File: config.mk
export PLATFORM = sky130hd
export DESIGN_NAME = mb_io_bus_decoder
export DESIGN_NICKNAME = d
export VERILOG_FILES = /design/src/rtl/mb_io_bus_decoder.sv
export SDC_FILE = /design/constraint.sdc
export NUM_CORES = 1
export LEC_CHECK = 0
export ABC_AREA = 1
export BUFFER_PORTS_ARGS = -buffer_cell sky130_fd_sc_hd__buf_4
export CORE_MARGIN = 2
export CORE_UTILIZATION = 30
export DETAILED_ROUTE_END_ITERATION = 10
export PLACE_DENSITY = 0.54
export SKIP_LAST_GASP = 1
export SYNTH_ARGS = -nofsm -noshare
export SYNTH_HDL_FRONTEND = slang
export SYNTH_SLANG_ARGS = --single-unit
File: constraint.sdc
create_clock -name clk -period 4.7 [get_ports clk]
set_input_delay 0.235 -clock clk [delete_from_list [all_inputs] [get_ports clk]]
set_output_delay 0.235 -clock clk [all_outputs]
set_load 0.05 [all_outputs]
File: src/rtl/mb_io_bus_decoder.sv
// ---------------------------------------------------------------------------
// mb_io_bus_decoder
//
// Terminates the MicroBlaze MCS IO bus and fans accesses out to N_SLAVES
// register windows. Each accepted access produces a one-cycle read or write
// strobe to the selected slave, with a shared 3-bit word address, byte
// enables and write data. The slave's read data and ready are returned to
// the CPU as a one-cycle IO_Ready pulse. Unmapped addresses and slaves that
// never answer complete with an error, so the CPU can never hang.
//
// Ports
//   clk, reset        system clock, synchronous active-high reset
//   IO_*  (inputs)    CPU request: address/read/write strobes, byte address,
//                     byte enables, write data
//   IO_Read_Data      read data to CPU, valid while IO_Ready
//   IO_Ready          one-cycle completion pulse to CPU
//   S_Read_Strobe     per-slave one-cycle read strobe
//   S_Write_Strobe    per-slave one-cycle write strobe
//   S_Address         shared word address (captured IO_Address[4:2])
//   S_Byte_Enable     shared captured byte enables
//   S_Write_Data      shared captured write data
//   S_Read_Data       slave i read data at [32*i +: 32]
//   S_Ready           per-slave ready
//   bus_error         one-cycle pulse on unmapped access or timeout
//   err_count         saturating count of bus_error pulses
// ---------------------------------------------------------------------------
module mb_io_bus_decoder #(
    parameter int          N_SLAVES  = 4,
    parameter int          SEL_BITS  = 2,
    parameter int          SEL_LSB   = 8,
    parameter logic [31:0] BASE_ADDR = 32'hC000_0000,
    parameter int          TIMEOUT   = 16,
    parameter logic [31:0] ERR_DATA  = 32'hDEAD_BEEF
) (
    input  logic                   clk,
    input  logic                   reset,
    input  logic                   IO_Addr_Strobe,
    input  logic                   IO_Read_Strobe,
    input  logic                   IO_Write_Strobe,
    input  logic [31:0]            IO_Address,
    input  logic [3:0]             IO_Byte_Enable,
    input  logic [31:0]            IO_Write_Data,
    output logic [31:0]            IO_Read_Data,
    output logic                   IO_Ready,
    output logic [N_SLAVES-1:0]    S_Read_Strobe,
    output logic [N_SLAVES-1:0]    S_Write_Strobe,
    output logic [2:0]             S_Address,
    output logic [3:0]             S_Byte_Enable,
    output logic [31:0]            S_Write_Data,
    input  logic [32*N_SLAVES-1:0] S_Read_Data,
    input  logic [N_SLAVES-1:0]    S_Ready,
    output logic                   bus_error,
    output logic [7:0]             err_count
);

    localparam int UP_LSB = SEL_LSB + SEL_BITS;
    localparam int CNT_W  = $clog2(TIMEOUT + 1);

    typedef enum logic [1:0] {ST_IDLE, ST_ISSUE, ST_WAIT, ST_RESP} state_t;

    // Registered state and outputs
    state_t                r_state;
    logic                  r_is_read;
    logic [SEL_BITS-1:0]   r_sel;
    logic                  r_err;
    logic [CNT_W-1:0]      r_cnt;
    logic [31:0]           r_resp_data;
    logic                  r_io_ready;
    logic [31:0]           r_io_rdata;
    logic [N_SLAVES-1:0]   r_s_rd_stb;
    logic [N_SLAVES-1:0]   r_s_wr_stb;
    logic [2:0]            r_s_addr;
    logic [3:0]            r_s_be;
    logic [31:0]           r_s_wdata;
    logic                  r_bus_error;
    logic [7:0]            r_err_count;

    // Next-state values
    state_t                w_state;
    logic                  w_is_read;
    logic [SEL_BITS-1:0]   w_sel;
    logic                  w_err;
    logic [CNT_W-1:0]      w_cnt;
    logic [31:0]           w_resp_data;
    logic                  w_io_ready;
    logic [31:0]           w_io_rdata;
    logic [N_SLAVES-1:0]   w_s_rd_stb;
    logic [N_SLAVES-1:0]   w_s_wr_stb;
    logic [2:0]            w_s_addr;
    logic [3:0]            w_s_be;
    logic [31:0]           w_s_wdata;
    logic                  w_bus_error;
    logic [7:0]            w_err_count;

    // Address decode of the incoming CPU request
    logic [SEL_BITS-1:0]   w_cpu_sel;
    logic [31:0]           w_cpu_sel_ext;
    logic                  w_mapped;
    logic                  w_request;
    logic [N_SLAVES-1:0]   w_onehot;
    logic                  w_slave_ready;
    logic [31:0]           w_slave_rdata;
    logic                  w_unused_addr_bits;

    assign w_cpu_sel     = IO_Address[SEL_LSB +: SEL_BITS];
    assign w_cpu_sel_ext = {{(32-SEL_BITS){1'b0}}, w_cpu_sel};
    assign w_mapped      = (IO_Address[31:UP_LSB] == BASE_ADDR[31:UP_LSB]) &&
                           (w_cpu_sel_ext < 32'(N_SLAVES));
    assign w_request     = IO_Addr_Strobe && (IO_Read_Strobe || IO_Write_Strobe);
    assign w_onehot      = N_SLAVES'(1) << w_cpu_sel;

    // Byte-offset and in-window bits above the word address do not take part
    // in decoding.
    assign w_unused_addr_bits = ^{IO_Address[1:0], IO_Address[SEL_LSB-1:5]};

    // Only the selected slave's ready and data are looked at; stray readies
    // from other slaves have no effect.
    always_comb begin
        w_slave_ready = 1'b0;
        w_slave_rdata = '0;
        for (int i = 0; i < N_SLAVES; i++) begin
            if (r_sel == SEL_BITS'(i)) begin
                w_slave_ready = S_Ready[i];
                w_slave_rdata = S_Read_Data[32*i +: 32];
            end
        end
    end

    // Next-state and next-output logic. Outputs are registered, so strobes
    // are set on entry to ISSUE and IO_Ready on exit from RESP.
    always_comb begin
        // NOTE: every variable gets a default first so no path leaves one
        // unassigned, which would otherwise infer a latch.
        w_state     = r_state;
        w_is_read   = r_is_read;
        w_sel       = r_sel;
        w_err       = r_err;
        w_cnt       = r_cnt;
        w_resp_data = r_resp_data;
        w_io_ready  = 1'b0;
        w_io_rdata  = '0;
        w_s_rd_stb  = '0;
        w_s_wr_stb  = '0;
        w_s_addr    = r_s_addr;
        w_s_be      = r_s_be;
        w_s_wdata   = r_s_wdata;
        w_bus_error = 1'b0;
        w_err_count = r_err_count;

        unique case (r_state)
            ST_IDLE: begin
                if (w_request) begin
                    w_is_read = IO_Read_Strobe;   // read wins over write
                    w_sel     = w_cpu_sel;
                    w_s_addr  = IO_Address[4:2];
                    w_s_be    = IO_Byte_Enable;
                    w_s_wdata = IO_Write_Data;
                    if (w_mapped) begin
                        w_state = ST_ISSUE;
                        w_err   = 1'b0;
                        if (IO_Read_Strobe) w_s_rd_stb = w_onehot;
                        else                w_s_wr_stb = w_onehot;
                    end else begin
                        w_state     = ST_RESP;
                        w_err       = 1'b1;
                        w_resp_data = IO_Read_Strobe ? ERR_DATA : 32'h0;
                    end
                end
            end
            ST_ISSUE: begin
                w_state = ST_WAIT;
                w_cnt   = '0;
            end
            ST_WAIT: begin
                w_cnt = r_cnt + 1'b1;
                if (w_slave_ready) begin
                    w_state     = ST_RESP;
                    w_resp_data = r_is_read ? w_slave_rdata : 32'h0;
                end else if (r_cnt == CNT_W'(TIMEOUT - 1)) begin
                    w_state     = ST_RESP;
                    w_err       = 1'b1;
                    w_resp_data = r_is_read ? ERR_DATA : 32'h0;
                end
            end
            ST_RESP: begin
                w_state     = ST_IDLE;
                w_io_ready  = 1'b1;
                w_io_rdata  = r_resp_data;
                w_bus_error = r_err;
                if (r_err && (r_err_count != 8'hFF)) w_err_count = r_err_count + 8'd1;
            end
            default: w_state = ST_IDLE;
        endcase
    end

    // State and output registers
    always_ff @(posedge clk) begin
        // NOTE: non-blocking assignments so every register samples the
        // pre-edge values, independent of statement order.
        if (reset) begin
            r_state     <= ST_IDLE;
            r_is_read   <= 1'b0;
            r_sel       <= '0;
            r_err       <= 1'b0;
            r_cnt       <= '0;
            r_resp_data <= '0;
            r_io_ready  <= 1'b0;
            r_io_rdata  <= '0;
            r_s_rd_stb  <= '0;
            r_s_wr_stb  <= '0;
            r_s_addr    <= '0;
            r_s_be      <= '0;
            r_s_wdata   <= '0;
            r_bus_error <= 1'b0;
            r_err_count <= '0;
        end else begin
            r_state     <= w_state;
            r_is_read   <= w_is_read;
            r_sel       <= w_sel;
            r_err       <= w_err;
            r_cnt       <= w_cnt;
            r_resp_data <= w_resp_data;
            r_io_ready  <= w_io_ready;
            r_io_rdata  <= w_io_rdata;
            r_s_rd_stb  <= w_s_rd_stb;
            r_s_wr_stb  <= w_s_wr_stb;
            r_s_addr    <= w_s_addr;
            r_s_be      <= w_s_be;
            r_s_wdata   <= w_s_wdata;
            r_bus_error <= w_bus_error;
            r_err_count <= w_err_count;
        end
    end

    assign IO_Ready       = r_io_ready;
    assign IO_Read_Data   = r_io_rdata;
    assign S_Read_Strobe  = r_s_rd_stb;
    assign S_Write_Strobe = r_s_wr_stb;
    assign S_Address      = r_s_addr;
    assign S_Byte_Enable  = r_s_be;
    assign S_Write_Data   = r_s_wdata;
    assign bus_error      = r_bus_error;
    assign err_count      = r_err_count;

endmodule

=== Yosys cells after proc, flatten, opt, wreduce, memory -nomap -nowiden ===
Index checks and enable logic that the tools add are counted.

* Output and inout bits: 89
* Register bits after elaboration: 132
* Input port bits: 205
* Logic and storage cells: 82

* Add/sub/neg operators: 2
* Shift operators: 1
* $lt $le $gt $ge: 1
* Bitwise logic cells: 5
* Eq/ne operators: 14
* Muxes and demuxes: 28
* Reduce and logical (&&, ||, !) cells: 16

{| class="wikitable"
|+ Operators with widths
! operator !! count
|-
| 32-bit 2-to-1 mux || 11
|-
| 32-bit one-hot mux with 2 select lines || 1
|-
| 22-bit equality test, second input constant || 1
|-
| 5-bit one-hot mux with 2 select lines || 1
|-
| 5-bit OR reduction || 2
|-
| 1-bit 2-to-1 mux || 9
|-
| 8-bit by 1-bit adder with 8-bit output, second input constant || 1
|-
| 2-bit equality test, second input constant || 4
|-
| 2-bit 2-to-1 mux || 4
|-
| 2-bit != test, second input constant || 4
|-
| 8-bit != test, second input constant || 1
|-
| 2-bit one-hot mux with 4 select lines || 1
|-
| 4-bit AND reduction || 2
|-
| 2-bit AND reduction || 3
|-
| 5-bit by 1-bit adder with 5-bit output, second input constant || 1
|-
| 5-bit by 4-bit equality test with 1-bit output, second input constant || 1
|-
| 1-bit NOT || 5
|-
| 2-bit by 1-bit equality test with 1-bit output, second input constant || 2
|-
| 2-bit zero test || 2
|-
| 2-bit nonzero test || 2
|-
| 1-bit by 2-bit << shifter with 4-bit output, first input constant || 1
|-
| 1-bit logical AND || 3
|-
| 2-bit by 3-bit less-than comparator with 1-bit output, second input constant || 1
|-
| 3-bit != test, second input constant || 1
|-
| other kinds (3) || 3
|}

=== Depth between registers and ports, before layout ===
* Depth after elaboration: 8
* Gate-level depth with buffers: 12
* Depth with buffers taken out: 10

=== Least setup slack after synthesis ===
No wires, ideal clock.

* Kind: register -> register
* From: reg r_err_count[0] (netlist: err_count[0])
* To: reg r_err_count[7] (netlist: err_count[7])
* Clock period less this slack: 1.726 ns
* Stages on the path, launching flop included: 11
* Arrival time: 1.609 ns
* Buffers on the path: 0
* Slack: 2.974 ns
* Library setup time: 0.117 ns
* Required time: 4.583 ns
* Cell sequence: dfxtp_1 ha_1 nand3_1 nor2_1 nand2_1 nand2_1 nor2_1 nand3_1 nor2_1 nor2_1 nor2_1

* Cells in the longest elaborated chain, start to end: 3
* Elaborated cells between the ends (all ways): 4
* Classes of those cells: add/sub: 1; eq/ne: 1; reduce/logical: 2

{| class="wikitable"
|+ RTL lines
! item !! line !! source
|-
| from (decl) || 76 || <nowiki>logic [7:0] r_err_count;</nowiki>
|-
| from (signal assigned) || 231 || <nowiki>r_err_count <= w_err_count;</nowiki>
|-
| branches (longest 3 deep; another with 8-bit by 1-bit adder with 8-bit output) || - ||
|}

Several ways; the timed one is not identified.
A chain may end at the register's enable or synchronous reset.

=== Worst setup path after layout ===
* From: reg r_sel[0]
* To: reg r_resp_data[8]

* Cells in the longest elaborated chain, start to end: 8
* Elaborated cells between the ends (all ways): 17
* Classes of those cells: eq/ne: 4; mux: 11; reduce/logical: 2

{| class="wikitable"
|+ RTL lines
! item !! line !! source
|-
| from (decl) || 64 || <nowiki>logic [SEL_BITS-1:0] r_sel;</nowiki>
|-
| from (signal assigned) || 219 || <nowiki>r_sel <= w_sel;</nowiki>
|-
| 2-bit zero test || 122 || <nowiki>if (r_sel == SEL_BITS'(i)) begin</nowiki>
|-
| 32-bit 2-to-1 mux (4 in series) || 122 ||
|-
| 32-bit 2-to-1 mux || 178 || <nowiki>w_resp_data = r_is_read ? w_slave_rdata : 32'h0;</nowiki>
|-
| 32-bit 2-to-1 mux || 176 || <nowiki>if (w_slave_ready) begin</nowiki>
|-
| 32-bit one-hot mux with 2 select lines || 150 || <nowiki>unique case (r_state)</nowiki>
|-
| to (signal assigned) || 222 || <nowiki>r_resp_data <= w_resp_data;</nowiki>
|-
| to (decl) || 67 || <nowiki>logic [31:0] r_resp_data;</nowiki>
|}

Parallel ways exist; a longest one is shown, timed or not.

==> impl_metrics.env <==
export IMPL_cp_buffers_inverters=2
export IMPL_place_inst=1486
export IMPL_fin_crit_ps=2940
export IMPL_power_switching_mw=1.96
export IMPL_slew_limit_headroom_pct=33.1
export IMPL_fmax_mhz=340
export IMPL_coreArea_um2=20300
export IMPL_syn_area_per_cell_um2=6.40
export IMPL_path_cells="buf_4 > inv_2 > nor2_2 > nand2_1 > nand3_1 > o21ai_1 > nor3_1 > nor2_1 > nor2_1"
export IMPL_first_pass_iters=6
export IMPL_synth_compound_area_share_pct=9.44
export IMPL_synth_most_common_cell="nor2_1"
export IMPL_rsz0062_at_grt="no"
export IMPL_synthTopCellsByArea="dfxtp_1 (43%), nor2_1 (16%), nand2_1 (15%), o21ai_0 (6.0%), inv_1 (4.9%)"
export IMPL_dieArea_um2=21900
export IMPL_p_leak_nw=4.63
export IMPL_die_height_um=148
export IMPL_postCtsSetupRepairBufs=0
export IMPL_globalRouteOverflowTotal=0
export IMPL_synthFlopType="dfxtp_1"
export IMPL_synth_top_area_share_pct=42.5
export IMPL_clk_pin_slew_ps=60
export IMPL_p_sw_share_pct=41.1
export IMPL_p_int_mw=2.80
export IMPL_wirelength_um=22200
export IMPL_grt_usage_pct=20.2
export IMPL_synth_warnings=0
export IMPL_synth_common_cells="nor2_1 (260), nand2_1 (247), dfxtp_1 (132), inv_1 (81), o21ai_0 (75)"
export IMPL_power_density_nw_per_um2=522
export IMPL_syn_area_um2=6220
export IMPL_m1WireLength_um=9610
export IMPL_setup_viol=0
export IMPL_drive_gt1_share_pct=27.4
export IMPL_ios=294
export IMPL_drc=0
export IMPL_dr_wl_met3_um=1960
export IMPL_ir_drop_v=0.000326
export IMPL_worst_slew_pin_slew_ps=1000
export IMPL_row_count=52
export IMPL_synth_simple_gate_area_share_pct=37.9
export IMPL_cap_violations=0
export IMPL_path_class="reg -> reg"
export IMPL_pwr_share_seq_pct=30.1
export IMPL_cts_max_level=4
export IMPL_antenna_left=0
export IMPL_synth_edf_count=0
export IMPL_nets=1446
export IMPL_area_growth_synth_to_final_pct=46.9
export IMPL_start_util_pct=30.6
export IMPL_final_util_pct=45.0
export IMPL_yosys_area_top_type="dfxtp_1"
export IMPL_synth_seq_cells=132
export IMPL_crit_top_cell="nor2_1"
export IMPL_fin_crit_sh_pct=62.6
export IMPL_grt_max_degree=85
export IMPL_io_buffer_count=288
export IMPL_fin_skew_ps=12.4
export IMPL_multi_input_area_um2=3020
export IMPL_start_kind="flop"
export IMPL_highest_layer="met4"
export IMPL_synthAdderAreaFrac_pct=1.21
export IMPL_cp_top_family="simple AND/OR/NAND/NOR gates"
export IMPL_fillCellCount=2190
export IMPL_hold_viol_final=0
export IMPL_hpwl_um=16100
export IMPL_worst_path_max_fanout=18
export IMPL_cp_arrival_ps=3290
export IMPL_fin_cells=1518
export IMPL_clock_sinks=132
export IMPL_drv_slew=0
export IMPL_status="finished, final reports clean"
export IMPL_synthesis_instances=972
export IMPL_register_area_um2=2640
export IMPL_ys_seq_area_share_pct=42.5
export IMPL_grt_pass1_vias=6718
export IMPL_share_comb_of_total_power_pct=41.5
export IMPL_critPathRequiredTime_ps=5050
export IMPL_grt_pass1_wl_um=34800
export IMPL_end_kind="flop"
export IMPL_antenna_found_initial=0
export IMPL_cts_made_buffers=17
export IMPL_post_drt_wl_per_cell_um=14.6
export IMPL_root_buffer="clkbuf_16"
export IMPL_via_per_inst=4.51
export IMPL_crit_path_max_incr_delay_ps=800
export IMPL_cp_slowest_cell="nor2_2"
export IMPL_ys_types=29
export IMPL_synth_mux_area_share_pct=0
export IMPL_met2_length_um=10100
export IMPL_die_x_um=148
export IMPL_async_flop_share_pct=0
export IMPL_insertion_delay_ps=420
export IMPL_synth_top_family_by_area="simple AND/OR/NAND/NOR gates"
export IMPL_gp_congestion=0.856
export IMPL_power_mw=4.76
export IMPL_reg2reg_setup_slack_ps=1760
export IMPL_route_vias_total=6843
export IMPL_synth_xor_area_share_pct=0
export IMPL_cts_buffer_depth=2
export IMPL_ctsResizeCount=0
export IMPL_p_clk_share_pct=28.4
export IMPL_setup_tns_ps=0
export IMPL_cts_tree="yes"
export IMPL_cts_hold_buf=0
export IMPL_hold_class="in -> reg"
export IMPL_syn_nets=1183
export IMPL_diodes=0
export IMPL_dr_first_iter_drc_count=426
## final timing paths
check / from / endpoint / cells past startpoint
worst max-delay path: r_sel[0] / r_resp_data[8] / 9
worst min-delay path: IO_Byte_Enable[3] / S_Byte_Enable[3] / 3
worst min register to register: r_resp_data[14] / IO_Read_Data[14] / 2
worst max register to register: r_sel[0] / r_resp_data[8] / 9
## stage by stage
| step | hold slack (ps) | area [um^2] | setup WS [ps] |
|---|---|---|---|
| after CTS | 16.5 | 9130 | 1760 |
| after global routing | 22.6 | 9130 | 1540 |
| after detailed placement | 419 | 8530 | 1780 |
| after global placement | 420 | 8530 | 1800 |
| after floorplan | 370 | 6220 | 2970 |
| final | 34.0 | 9130 | 1760 |
## flip-flops by register name, indices dropped and copies added (netlist names), 2 cells and up
register,cells
S_Address,3
r_state,2
S_Byte_Enable,4
S_Write_Strobe,4
IO_Read_Data,32
err_count,8
S_Write_Data,32
r_sel,2
S_Read_Strobe,4
r_cnt,5
r_resp_data,32
## placed cells by master, fill, tap and decap left out
cell        instances
nand2_2             1
nor2_2              2
nor2_1            260
inv_2               2
nand3b_1            3
a2bb2oi_1           1
clkinv_1            2
a21oi_1            22
clkbuf_1            1
or2_2               7
ha_1                6
nand2_4             2
nand3_1            53
nand4_1             3
nor2_4              1
clkinv_4            3
clkinvlp_4          3
buf_4             295
clkbuf_16          17
inv_1              80
clkinv_2            4
a31oi_1             1
bufinv_16           3
dfxtp_1           132
o211ai_1            8
o21ai_1             2
nand2_1           247
clkbuf_8            1
nor3_1              9
a21oi_4             1
o21ai_0            75
or2_0               1
## routing by layer
| layer | vias up | GRT usage (%) |
|---|---|---|
| met5 | - | 0 |
| met4 | 0 | 6.24 |
| met3 | 28 | 6.08 |
| met2 | 252 | 33.1 |
| met1 | 3035 | 25.6 |
| li1 | 3528 | - |
## cell type report
class | instances | share of cell area, %
Sequential cell | 132 | 28.9
Clock inverter | 13 | 1.74
Clock buffer | 19 | 4.85
Inverter | 84 | 3.45
Timing Repair Buffer | 295 | 24.3
Multi-Input combinational cell | 705 | 33.1
Tap cell | 270 | 3.70
## cell families after synthesis
family	after synthesis
AO/OA/AOI/OAI	110
adder cells (fa/ha/maj)	6
flip-flops	132
buffers and inverters	135
AND/OR/NAND/NOR	589
## power groups by stage
| stage | clock network, mW | logic [mW] | registers, mW |
|---|---|---|---|
| 2_1_floorplan | 0 | 1.14 | 1.74 |
| 5_1_grt | 1.44 | 2.22 | 1.46 |
| 3_5_place_dp | 0 | 1.98 | 1.45 |
| 4_1_cts | 1.39 | 1.99 | 1.43 |
| 3_3_place_gp | 0 | 1.97 | 1.45 |
| 6_report | 1.35 | 1.98 | 1.43 |
## worst min-delay path: stages
cell and delay [ps]:
buf_4 80, nor2_1 30, nor2_1 80
Note: power is estimated with default switching activity, not from simulation.
